==> src/rtl/block_xfer_sequencer.sv <==
// Block-transfer sequencer: expands LDM/STM into one memory micro-op per listed register.
// Non-block instructions pass through as a single micro-op.
module block_xfer_sequencer #(
    parameter int REG_CNT    = 16,
    parameter int WORD_BYTES = 4,
    parameter int OFFSET_W   = 8
) (
    input  logic                CLK,
    input  logic                RESETn,
    input  logic                InstrValid,
    input  logic [31:0]         Instr,
    output logic                InstrReady,
    input  logic                Flush,
    input  logic                Stall,
    output logic                UopValid,
    output logic [31:0]         UopInstr,
    output logic                UopBlk,
    output logic                UopL,
    output logic [3:0]          UopReg,
    output logic [OFFSET_W-1:0] UopOffset,
    output logic                UopLast,
    output logic                UopWBack,
    output logic [OFFSET_W-1:0] UopWBOffset,
    output logic                Busy
);

    typedef enum logic [0:0] {IDLE, SEQ} state_e;

    localparam logic [OFFSET_W-1:0] WB  = OFFSET_W'(WORD_BYTES);
    localparam logic [REG_CNT-1:0]  ONE = REG_CNT'(1);

    function automatic logic [OFFSET_W-1:0] popcnt(input logic [REG_CNT-1:0] v);
        logic [OFFSET_W-1:0] c;
        c = '0;
        for (int i = 0; i < REG_CNT; i++) c = c + OFFSET_W'(v[i]);
        return c;
    endfunction

    function automatic logic [3:0] lowest(input logic [REG_CNT-1:0] v);
        logic [3:0] idx;
        idx = '0;
        for (int i = REG_CNT - 1; i >= 0; i--) if (v[i]) idx = 4'(i);
        return idx;
    endfunction

    state_e              state_q, state_d;
    logic [REG_CNT-1:0]  mask_q, mask_d;
    logic                uop_valid_q, uop_valid_d;
    logic [31:0]         uop_instr_q, uop_instr_d;
    logic                uop_blk_q, uop_blk_d;
    logic                uop_l_q, uop_l_d;
    logic [3:0]          uop_reg_q, uop_reg_d;
    logic [OFFSET_W-1:0] uop_offset_q, uop_offset_d;
    logic                uop_last_q, uop_last_d;
    logic                uop_wback_q, uop_wback_d;
    logic [OFFSET_W-1:0] uop_wboffset_q, uop_wboffset_d;

    logic                fire, accept, ready, is_blk, seq_last;
    logic [REG_CNT-1:0]  list, seq_rest;
    logic [OFFSET_W-1:0] cnt, nwb, base;

    always_comb begin
        fire     = uop_valid_q & ~Stall;
        ready    = RESETn & (state_q == IDLE) & (~uop_valid_q | ~Stall) & ~Flush;
        accept   = InstrValid & ready;
        list     = Instr[REG_CNT-1:0];
        is_blk   = (Instr[27:25] == 3'b100);
        cnt      = popcnt(list);
        nwb      = cnt * WB;
        seq_rest = mask_q & (mask_q - ONE);
        seq_last = (seq_rest == '0);
        // Offset of the lowest register for each IA/IB/DA/DB addressing mode
        base = '0;
        unique case ({Instr[24], Instr[23]})
            2'b01: base = '0;
            2'b11: base = WB;
            2'b00: base = WB - nwb;
            2'b10: base = '0 - nwb;
        endcase

        state_d        = state_q;
        mask_d         = mask_q;
        uop_valid_d    = uop_valid_q;
        uop_instr_d    = uop_instr_q;
        uop_blk_d      = uop_blk_q;
        uop_l_d        = uop_l_q;
        uop_reg_d      = uop_reg_q;
        uop_offset_d   = uop_offset_q;
        uop_last_d     = uop_last_q;
        uop_wback_d    = uop_wback_q;
        uop_wboffset_d = uop_wboffset_q;

        if (Flush) begin
            state_d     = IDLE;
            mask_d      = '0;
            uop_valid_d = 1'b0;
        end else if (accept) begin
            uop_instr_d = Instr;
            if (!is_blk) begin
                uop_valid_d    = 1'b1;
                uop_blk_d      = 1'b0;
                uop_l_d        = 1'b0;
                uop_reg_d      = Instr[15:12];
                uop_offset_d   = '0;
                uop_last_d     = 1'b1;
                uop_wback_d    = 1'b0;
                uop_wboffset_d = '0;
            end else if (list == '0) begin
                uop_valid_d = 1'b0;
            end else begin
                uop_valid_d    = 1'b1;
                uop_blk_d      = 1'b1;
                uop_l_d        = Instr[20];
                uop_reg_d      = lowest(list);
                uop_offset_d   = base;
                uop_last_d     = (cnt == OFFSET_W'(1));
                uop_wback_d    = Instr[21] & (cnt == OFFSET_W'(1));
                uop_wboffset_d = Instr[23] ? nwb : ('0 - nwb);
                mask_d         = list & (list - ONE);
                state_d        = (cnt == OFFSET_W'(1)) ? IDLE : SEQ;
            end
        end else if (state_q == SEQ && fire) begin
            uop_reg_d    = lowest(mask_q);
            uop_offset_d = uop_offset_q + WB;
            uop_last_d   = seq_last;
            uop_wback_d  = uop_instr_q[21] & seq_last;
            mask_d       = seq_rest;
            state_d      = seq_last ? IDLE : SEQ;
        end else if (fire) begin
            uop_valid_d = 1'b0;
        end
    end

    always_ff @(posedge CLK or negedge RESETn) begin
        if (!RESETn) begin
            state_q        <= IDLE;
            mask_q         <= '0;
            uop_valid_q    <= 1'b0;
            uop_instr_q    <= '0;
            uop_blk_q      <= 1'b0;
            uop_l_q        <= 1'b0;
            uop_reg_q      <= '0;
            uop_offset_q   <= '0;
            uop_last_q     <= 1'b0;
            uop_wback_q    <= 1'b0;
            uop_wboffset_q <= '0;
        end else begin
            state_q        <= state_d;
            mask_q         <= mask_d;
            uop_valid_q    <= uop_valid_d;
            uop_instr_q    <= uop_instr_d;
            uop_blk_q      <= uop_blk_d;
            uop_l_q        <= uop_l_d;
            uop_reg_q      <= uop_reg_d;
            uop_offset_q   <= uop_offset_d;
            uop_last_q     <= uop_last_d;
            uop_wback_q    <= uop_wback_d;
            uop_wboffset_q <= uop_wboffset_d;
        end
    end

    assign InstrReady  = ready;
    assign UopValid    = uop_valid_q;
    assign UopInstr    = uop_instr_q;
    assign UopBlk      = uop_blk_q;
    assign UopL        = uop_l_q;
    assign UopReg      = uop_reg_q;
    assign UopOffset   = uop_offset_q;
    assign UopLast     = uop_last_q;
    assign UopWBack    = uop_wback_q;
    assign UopWBOffset = uop_wboffset_q;
    assign Busy        = (state_q == SEQ);

endmodule

==> config.mk <==
export PLATFORM = sky130hd
export DESIGN_NAME = block_xfer_sequencer
export DESIGN_NICKNAME = d
export VERILOG_FILES = /design/src/rtl/block_xfer_sequencer.sv
export SDC_FILE = /design/constraint.sdc
export NUM_CORES = 1
export LEC_CHECK = 0
export CAP_MARGIN = 10
export CORE_MARGIN = 2
export CORE_UTILIZATION = 25
export DETAILED_ROUTE_END_ITERATION = 10
export SLEW_MARGIN = 20
export SYNTH_ARGS = -nofsm -noshare
export SYNTH_HDL_FRONTEND = slang
export SYNTH_SLANG_ARGS = --single-unit
==> constraint.sdc <==
create_clock -name CLK -period 3.3 [get_ports CLK]
set_clock_uncertainty 0.2 [all_clocks]
set_input_delay 0.495 -clock CLK [delete_from_list [all_inputs] [get_ports CLK]]
set_output_delay 0.495 -clock CLK [all_outputs]
set_load 0.05 [all_outputs]
## Word level (Yosys, flattened, before mapping)

Index checks and enable logic that the tools add are counted.

- Add/sub/neg operators: 20
- Eq/ne operators: 10
- Multiplexer cells: 74
- Bitwise operators: 14
- Reduce and logical (&&, ||, !) cells: 12

Operator list:

| kind | count |
|---|---|
| $mux 4 | 36 |
| $mux 16 | 5 |
| $add 8x1->8 | 8 |
| $mux 8 | 7 |
| $and 16x16->16 | 2 |
| $logic_not 16->1 | 2 |
| $pmux 8 s4 | 1 |
| $sub 16x1->16 const B | 2 |
| $mux 1 | 25 |
| $ne 3x3->1 const B | 3 |
| $reduce_and 3->1 | 3 |
| $add 7x1->8 | 1 |
| $add 8x3->8 const B | 1 |
| $eq 8x1->1 const B | 1 |
| $sub 1x8->8 const A | 1 |
| $sub 3x8->8 const A | 1 |
| $add 6x1->7 | 1 |
| $and 1x1->1 | 7 |
| $add 5x1->6 | 1 |
| $reduce_bool 3->1 | 2 |
| $add 4x1->5 | 1 |
| $add 3x1->4 | 1 |
| $eq 2x2->1 const B | 2 |
| $not 1->1 | 4 |
| other kinds (11) | 12 |

- Register bits: 74
- Output and inout port bits: 59
- Logic and storage cells: 141

## Depth between registers and ports, before layout

Gate-level depths: netlist of run 1.

- Depth in word-level cells: 21
- Depth in mapped cells: 16

## Worst setup path after synthesis of run 1

Ideal clock, no wire load.

- Path type: input-to-reg
- Start: in Instr[0]
- End: reg uop_offset_q[4], in the netlist UopOffset[4]
- Arrival time: 4.283 ns
- Data required time: 2.975 ns
- Slack: -1.308 ns
- Stages on the path: 15
- Buffers on the path: 0
- Cells stage by stage: inv_1 -> fa_1 -> fa_1 -> fa_1 -> fa_1 -> inv_1 -> ha_1 -> inv_1 -> fa_1 -> xnor2_1 -> inv_1 -> ha_1 -> mux2_2 -> a21oi_1 -> o21ai_1

- Cells in the longest elaborated chain, start to end: 20
- Elaborated cells on any way between the ends: 24
- Classes of those cells: add/sub: 17; eq/ne: 1; mux: 4; reduce/logical: 2

RTL lines:

| what | RTL line | text |
|---|---|---|
| start, declared | 11 | `input logic [31:0] Instr,` |
| $add 1x1->2 | 35 | `for (int i = 0; i < REG_CNT; i++) c = c + OFFSET_W'(v[i]);` |
| $add 2x1->3 | 35 |  |
| $add 3x1->4 | 35 |  |
| $add 4x1->5 | 35 |  |
| $add 5x1->6 | 35 |  |
| $add 6x1->7 | 35 |  |
| $add 7x1->8 | 35 |  |
| $add 8x1->8 (8 in series) | 35 |  |
| $sub 1x8->8 / $sub 3x8->8 (equally long branches) | 78, 77 |  |
| $pmux 8 s4 | 74 | `unique case ({Instr[24], Instr[23]})` |
| $mux 8 | 108 | `end else if (list == '0) begin` |
| $mux 8 | 99 | `if (!is_blk) begin` |
| $mux 8 | 97 | `end else if (accept) begin` |
| end signal, assigned | 155 | `uop_offset_q <= uop_offset_d;` |
| end, declared | 53 | `logic [OFFSET_W-1:0] uop_offset_q, uop_offset_d;` |

Parallel ways exist; a longest one is shown, timed or not. The select of a mux whose other input is x is not followed.
A chain may end at the register's enable or synchronous reset.

## Final worst setup path of run 1

- Start: in Instr[15]
- End: reg uop_wboffset_q[5], in the netlist UopWBOffset[5]

- Cells in the longest elaborated chain, start to end: 5
- Elaborated cells on any way between the ends: 8
- Classes of those cells: add/sub: 2; eq/ne: 1; mux: 3; reduce/logical: 2

RTL lines:

| what | RTL line | text |
|---|---|---|
| $add 8x1->8 | 35 |  |
| $sub 1x8->8 | 118 | `uop_wboffset_d = Instr[23] ? nwb : ('0 - nwb);` |
| $mux 8 | 118 |  |
| $mux 8 | 108 |  |
| $mux 8 | 99 |  |
| end signal, assigned | 158 | `uop_wboffset_q <= uop_wboffset_d;` |
| end, declared | 56 | `logic [OFFSET_W-1:0] uop_wboffset_q, uop_wboffset_d;` |

Parallel ways exist; a longest one is shown, timed or not. The select of a mux whose other input is x is not followed.

==> results of run 1 <==
[flip-flops by register name, summed over array words and instances (netlist names)]
signal / count
UopValid: 1
Busy: 1
mask_q: 15
UopOffset: 6
UopLast: 1
UopReg: 4
UopWBOffset: 6
UopWBack: 1
UopBlk: 1
UopL: 1
UopInstr: 32
[repair_timing]
item / in CTS / in global routing
setup endpoints to repair: 15 / 15
setup buffers: 3 / 2
gates resized for setup: 58 / 9
pin swaps: 15 / 7
hold buffers: 0 / 0
[cell usage in the layout, fill, tap and decap left out, types with 7 or more instances in the layout]
cell type	n
nor2_1	35
clkdlybuf4s50_1	80
ha_1	7
nand2_1	93
fa_1	9
dfrtp_1	69
nand3_1	10
nor3_1	10
clkbuf_16	9
buf_4	61
inv_2	9
nand4_1	8
o311ai_0	7
a21oi_1	25
o21ai_0	36
inv_1	21
[power breakdown]
part           leakage, nW  internal, mW  switching [mW]  total, mW
Sequential           0.889         0.988           0.101       1.09
Combinational         1.80          1.16            1.49       2.65
Clock                0.189         0.912           0.381       1.29
Total                 2.88          3.06            1.97       5.03
[logic make-up after synthesis]
kind of cell,Yosys count,synth area share (%)
other,1,0.0878
AOI/OAI and AO/OA,126,19.9
and+or+nand+nor,208,23.6
buffers and inverters,58,5.68
muxes,3,0.732
xor gates and xnor gates,7,1.44
adders and majority gates,22,8.14
DFF,69,40.4
[routing by layer]
metal	up-vias	part of all wire [%]	GRT usage (%)	wire length (µm)
li1	2022	-	-	-
met4	0	1.9	5.09	273
met1	2049	46	22.4	6570
met2	125	47	26.3	6740
met5	-	0	0	0
met3	21	5.2	3.49	749
[synthesized netlist by cell type (all sizes together), types with 4 or more instances]
library cell  instances  area, µm²
ha                   11        138
nand3                10       50.1
nor4                  6       52.6
a211oi                4       30.0
nand2                95        364
and3                  4       25.0
clkbuf               13       48.8
buf                  11       66.3
a21oi                27        139
a21o                  4       30.0
xor2                  4       35.0
fa                   10        200
nor2                 40        153
or3                   5       31.3
or4                   7       67.6
nand4                 8       50.1
o311ai                7       61.3
or2                   4       25.0
dfrtp                69       1730
nor2b                 5       31.3
nor3                 10       50.1
inv                  33        124
a22o                  6       55.1
o21ai                40        211
a31oi                 5       31.3
[layout make-up]
type	instances	share of cell area, %
Clock buffer	10	3.75
Clock inverter	6	2.48
Inverter	34	2.20
Multi-Input combinational cell	370	38.4
Sequential cell	69	27.1
Tap cell	220	4.32
Timing Repair Buffer	153	21.8
[worst max path at each step]
stage / from / endpoint / slack (ps)
after floorplan: Instr[15] / UopOffset[4] / -1110
after global placement: Instr[15] / Busy / -1850
after detailed placement: Instr[15] / Busy / -1910
after CTS: Instr[0] / Busy / -940
after global routing: Instr[9] / Busy / -1110
final: Instr[15] / UopWBOffset[5] / -970
[worst reg2reg max path, cell delays in order, from the launching register on]
cell and delay, ps:
dfrtp_1 450, or4_1 750, nor4_1 400, nor3_1 110, nor3_1 440, a211oi_2 150
a21o_1 170
[through the flow]
step | cell area, µm² | hold WS [ps] | TNS (ps) | util, % | setup slack, ps
6_report | 6360 | 187 | -11830 | 38.2 | -972
5_1_grt | 6360 | 290 | -13580 | 38.2 | -1110
4_1_cts | 6310 | 248 | -11330 | 37.9 | -942
3_5_place_dp | 5880 | 263 | -26970 | 35.4 | -1910
3_3_place_gp | 5880 | 262 | -25650 | 35.4 | -1850
2_1_floorplan | 4380 | -0.591 | -13000 | - | -1110
==> flow_summary.json, run 1 <==
{
  "wl_per_cell_um": 16.6,
  "num_rows": 47,
  "drive_gt1_share_pct": 22.3,
  "synth_cells": 494,
  "dieWidth_um": 135,
  "clock_path_buffers": 2,
  "cts.sinks": 69,
  "start_kind": "input pin",
  "cts_tree": "yes",
  "vias": 4217,
  "status": "finished with violations",
  "ys_seq_elements": 69,
  "fp.dieH_um": 135,
  "ant_nets": 0,
  "die_area_mm2": 0.0181,
  "synthArstFlopShare_pct": 100,
  "final-setup-viol-count": 14,
  "p_per_area_mw_per_mm2": 791,
  "place_inst": 841,
  "reg2regPathDepth": 6,
  "cp.arrival_ps": 4300,
  "synth_warnings": 0,
  "regArea_mm2": 0.00173,
  "port-buffer-count": 91,
  "finalWeightedCongestion": 0.883,
  "r2r_end": "Busy",
  "finalCritPeriodShare_pct": 129,
  "synth-seq-area-share_pct": 40.4,
  "crit_cells": 15,
  "area_growth_pct": 49.0,
  "numCtsBuffers": 9,
  "fmax_mhz": 234,
  "crit_slowest_cell": "fa_2",
  "avgSynthCellArea_um2": 8.65,
  "antenna_found_initial": 0,
  "p_leak_nw": 2.88,
  "critPathBufInv": 4,
  "dp_hpwl_mm": 10.7,
  "viasPerCell": 4.89,
  "setup_ws_ps": -972,
  "drc": 0,
  "core_mm2": 0.0166,
  "total_power_mw": 5.03,
  "rsz0062_at_grt": "yes",
  "cts-root-buf": "clkbuf_16",
  "worst_pin_slew_ps": 1040,
  "ys.flop_type": "dfrtp_1",
  "cp-end-kind": "flip-flop",
  "antennaDiodeCount": 0,
  "path_common_cell": "fa_1",
  "cts.reportedPaths.clkPinSlew_ps": 60,
  "ys_types": 69,
  "critPathMaxStageDelay_ps": 630,
  "max-cap-violations": 0,
  "overflow": 0,
  "fillers": 1682,
  "dr.pass1.iters": 4,
  "wl_mm": 14.3,
  "grt_pass1_wl_mm": 23.4,
  "final_cells": 862,
  "grt_usage_pct": 16.5,
  "start_util_pct": 25.7,
  "critPathKind": "input pin to flip-flop",
  "multiInputGateArea_mm2": 0.00244,
  "netlist_area_mm2": 0.00427,
  "layout.nets": 695,
  "r2r_start": "mask_q[4]",
  "clock_latency_ps": 340,
  "htree_levels": 3,
  "synth_edf_count": 0,
  "crit_family": "adder cells",
  "critical_path.cell_chain": "buf_4, inv_8, fa_1, fa_1, fa_1, fa_1, inv_2, ha_4, inv_2, fa_2, ha_2, nor2b_4, nor2_1, xor2_1, a22o_2",
  "hold_viol": 0,
  "cp_data_required_time_ps": 3330,
  "r2r_slack_ps": 530,
  "period_minus_slack_ps": 4270,
  "relSlewSlack_pct": 30.1,
  "worstHoldPathType": "input pin to asynchronous set/reset pin",
  "irDropWorstVdd_mv": 0.460,
  "pin_count": 96,
  "slew_violations": 0,
  "grt_pass1_vias": 4379,
  "grt_max_degree": 70,
  "violations": "negative setup slack",
  "cp_max_fo": 5,
  "drt_iter0_drc": 259
}
Note: power is estimated with default switching activity, not from simulation.
==> run 2, diff against run 1 <==
--- a/config.mk
+++ b/config.mk
@@ -9,6 +9,7 @@
 export CORE_MARGIN = 2
 export CORE_UTILIZATION = 25
 export DETAILED_ROUTE_END_ITERATION = 10
+export SKIP_LAST_GASP = 1
 export SLEW_MARGIN = 20
 export SYNTH_ARGS = -nofsm -noshare
 export SYNTH_HDL_FRONTEND = slang
==> run 2 against run 1 <==
  * The flow still finishes with violations (negative setup slack)
  * Fmax down 0.17%
  * Clock power is essentially flat
  * Via count rose by 0.12%
  * Die area is the same
  * Setup slack lost 7.2 ps
  * Core utilization rose by 0.12 points
  * Cell area up 0.31%
  * First-iteration DRC count down 3.1%
  * Register-to-register slack is essentially flat
  * Critical endpoint unchanged
==> flow_summary.json, run 2 (synthesized netlist as in run 1, its figures left out) <==
{
  "status": "finished with violations",
  "violations": "negative setup slack",
  "final_common_cell": "nand2_1",
  "htree_levels": 3,
  "cts_tree": "yes",
  "hold_viol": 0,
  "vias": 4222,
  "dr.pass1.iters": 4,
  "reg2regPathDepth": 6,
  "cts.reportedPaths.clkPinSlew_ps": 60,
  "start_util_pct": 25.7,
  "final-setup-viol-count": 14,
  "cts.sinks": 69,
  "drc": 0,
  "clock_path_buffers": 2,
  "multiInputGateArea_mm2": 0.00246,
  "antenna_found_initial": 0,
  "viasPerCell": 4.89,
  "setup_ws_ps": -979,
  "core_mm2": 0.0166,
  "worst_pin_slew_ps": 1030,
  "fmax_mhz": 234,
  "num_rows": 47,
  "cp-end-kind": "flip-flop",
  "antennaDiodeCount": 0,
  "largest_register_ffs": 32,
  "drive_gt1_share_pct": 23.0,
  "finalWeightedCongestion": 0.883,
  "area_growth_pct": 49.5,
  "finalCritPeriodShare_pct": 130,
  "cts_hold_buf": 0,
  "grt_usage_pct": 16.4,
  "grt_pass1_wl_mm": 23.3,
  "p_leak_nw": 2.89,
  "grt_pass1_vias": 4371,
  "fillers": 1684,
  "p_per_area_mw_per_mm2": 797,
  "ant_nets": 0,
  "wl_per_cell_um": 16.7,
  "irDropWorstVdd_mv": 0.454,
  "final_cell_mix": "nand2_1, clkdlybuf4s50_1, dfrtp_1, buf_4, o21ai_0",
  "dieWidth_um": 135,
  "cp_max_fo": 5,
  "clock_latency_ps": 340,
  "max-cap-violations": 0,
  "wl_mm": 14.4,
  "place_inst": 841,
  "total_power_mw": 5.09,
  "fp.dieH_um": 135,
  "pin_count": 96,
  "grt_max_degree": 70,
  "cts-root-buf": "clkbuf_16",
  "period_minus_slack_ps": 4280,
  "rsz0062_at_grt": "yes",
  "cp.arrival_ps": 4310,
  "relSlewSlack_pct": 31.1,
  "die_area_mm2": 0.0181,
  "overflow": 0,
  "critPathKind": "input pin to flip-flop",
  "slew_violations": 0,
  "numCtsBuffers": 9,
  "start_kind": "input pin",
  "dp_hpwl_mm": 10.7,
  "layout.nets": 696,
  "regArea_mm2": 0.00173,
  "final_cells": 863,
  "port-buffer-count": 91,
  "drt_iter0_drc": 251,
  "worstHoldPathType": "input pin to asynchronous set/reset pin",
  "cp_data_required_time_ps": 3330
}
run 2: per-stage QoR:
stage	TNS (ps)	setup slack [ps]	hold WS [ps]	cell area [µm²]	util [%]
after global placement	-25650	-1850	262	5880	35.4
final	-11920	-979	192	6380	38.4
after global routing	-13520	-1100	267	6380	38.4
after floorplan	-13000	-1110	-0.591	4380	-
after detailed placement	-26970	-1910	263	5880	35.4
after CTS	-11390	-942	248	6300	37.8
run 2: routing by layer:
layer	up-vias	share of wire, %	routed length, µm	global-route usage, %
met4	0	1.9	274	5.09
met3	20	4.8	689	3.49
met2	120	47	6740	26.0
met5	-	0	0	0
met1	2061	47	6700	22.4
li1	2021	-	-	-
run 2: layout make-up:
cell class | count | area share (%)
Sequential cell | 69 | 27.0
Multi-Input combinational cell | 370 | 38.6
Timing Repair Buffer | 154 | 21.7
Inverter | 34 | 2.19
Clock inverter | 6 | 2.47
Clock buffer | 10 | 3.74
Tap cell | 220 | 4.31
run 2: repair_timing:
item | in CTS | in global routing
gates resized for setup | 52 | 17
buffers inserted | 3 | 3
setup endpoints to repair | 15 | 15
pin swaps | 15 | 8
run 2: report_power, final:
part / internal, mW / switching, mW
clock: 0.912 / 0.383
combinational: 1.19 / 1.51
sequential: 0.988 / 0.101
run 2: worst paths after layout:
kind,slack (ps),startpoint,endpoint
setup reg to reg,520,mask_q[4],Busy
max in group asynchronous,2100,RESETn,UopInstr[7]
hold / removal,190,RESETn,UopInstr[2]
min in group CLK,250,Instr[7],UopInstr[7]
hold reg to reg,270,UopInstr[30],UopInstr[30]
setup / recovery,-980,Instr[15],UopWBOffset[5]
run 2: worst max-delay path, cell delays in order:
cell and delay [ps]:
buf_4 120, inv_8 30, fa_1 550, fa_1 440, fa_1 560, fa_1 460
inv_2 100, ha_4 130, inv_2 30, fa_2 630, ha_2 220, nor2b_4 130
nor2_1 50, xor2_1 150, a22o_2 220
==> run 3, diff against run 2 <==
--- a/config.mk
+++ b/config.mk
@@ -5,6 +5,7 @@
 export SDC_FILE = /design/constraint.sdc
 export NUM_CORES = 1
 export LEC_CHECK = 0
+export ABC_CLOCK_PERIOD_IN_PS = 3300
 export CAP_MARGIN = 10
 export CORE_MARGIN = 2
 export CORE_UTILIZATION = 25
==> results of run 3 <==
Same layout as run 2: the final DEF is identical, and so are final timing and power.
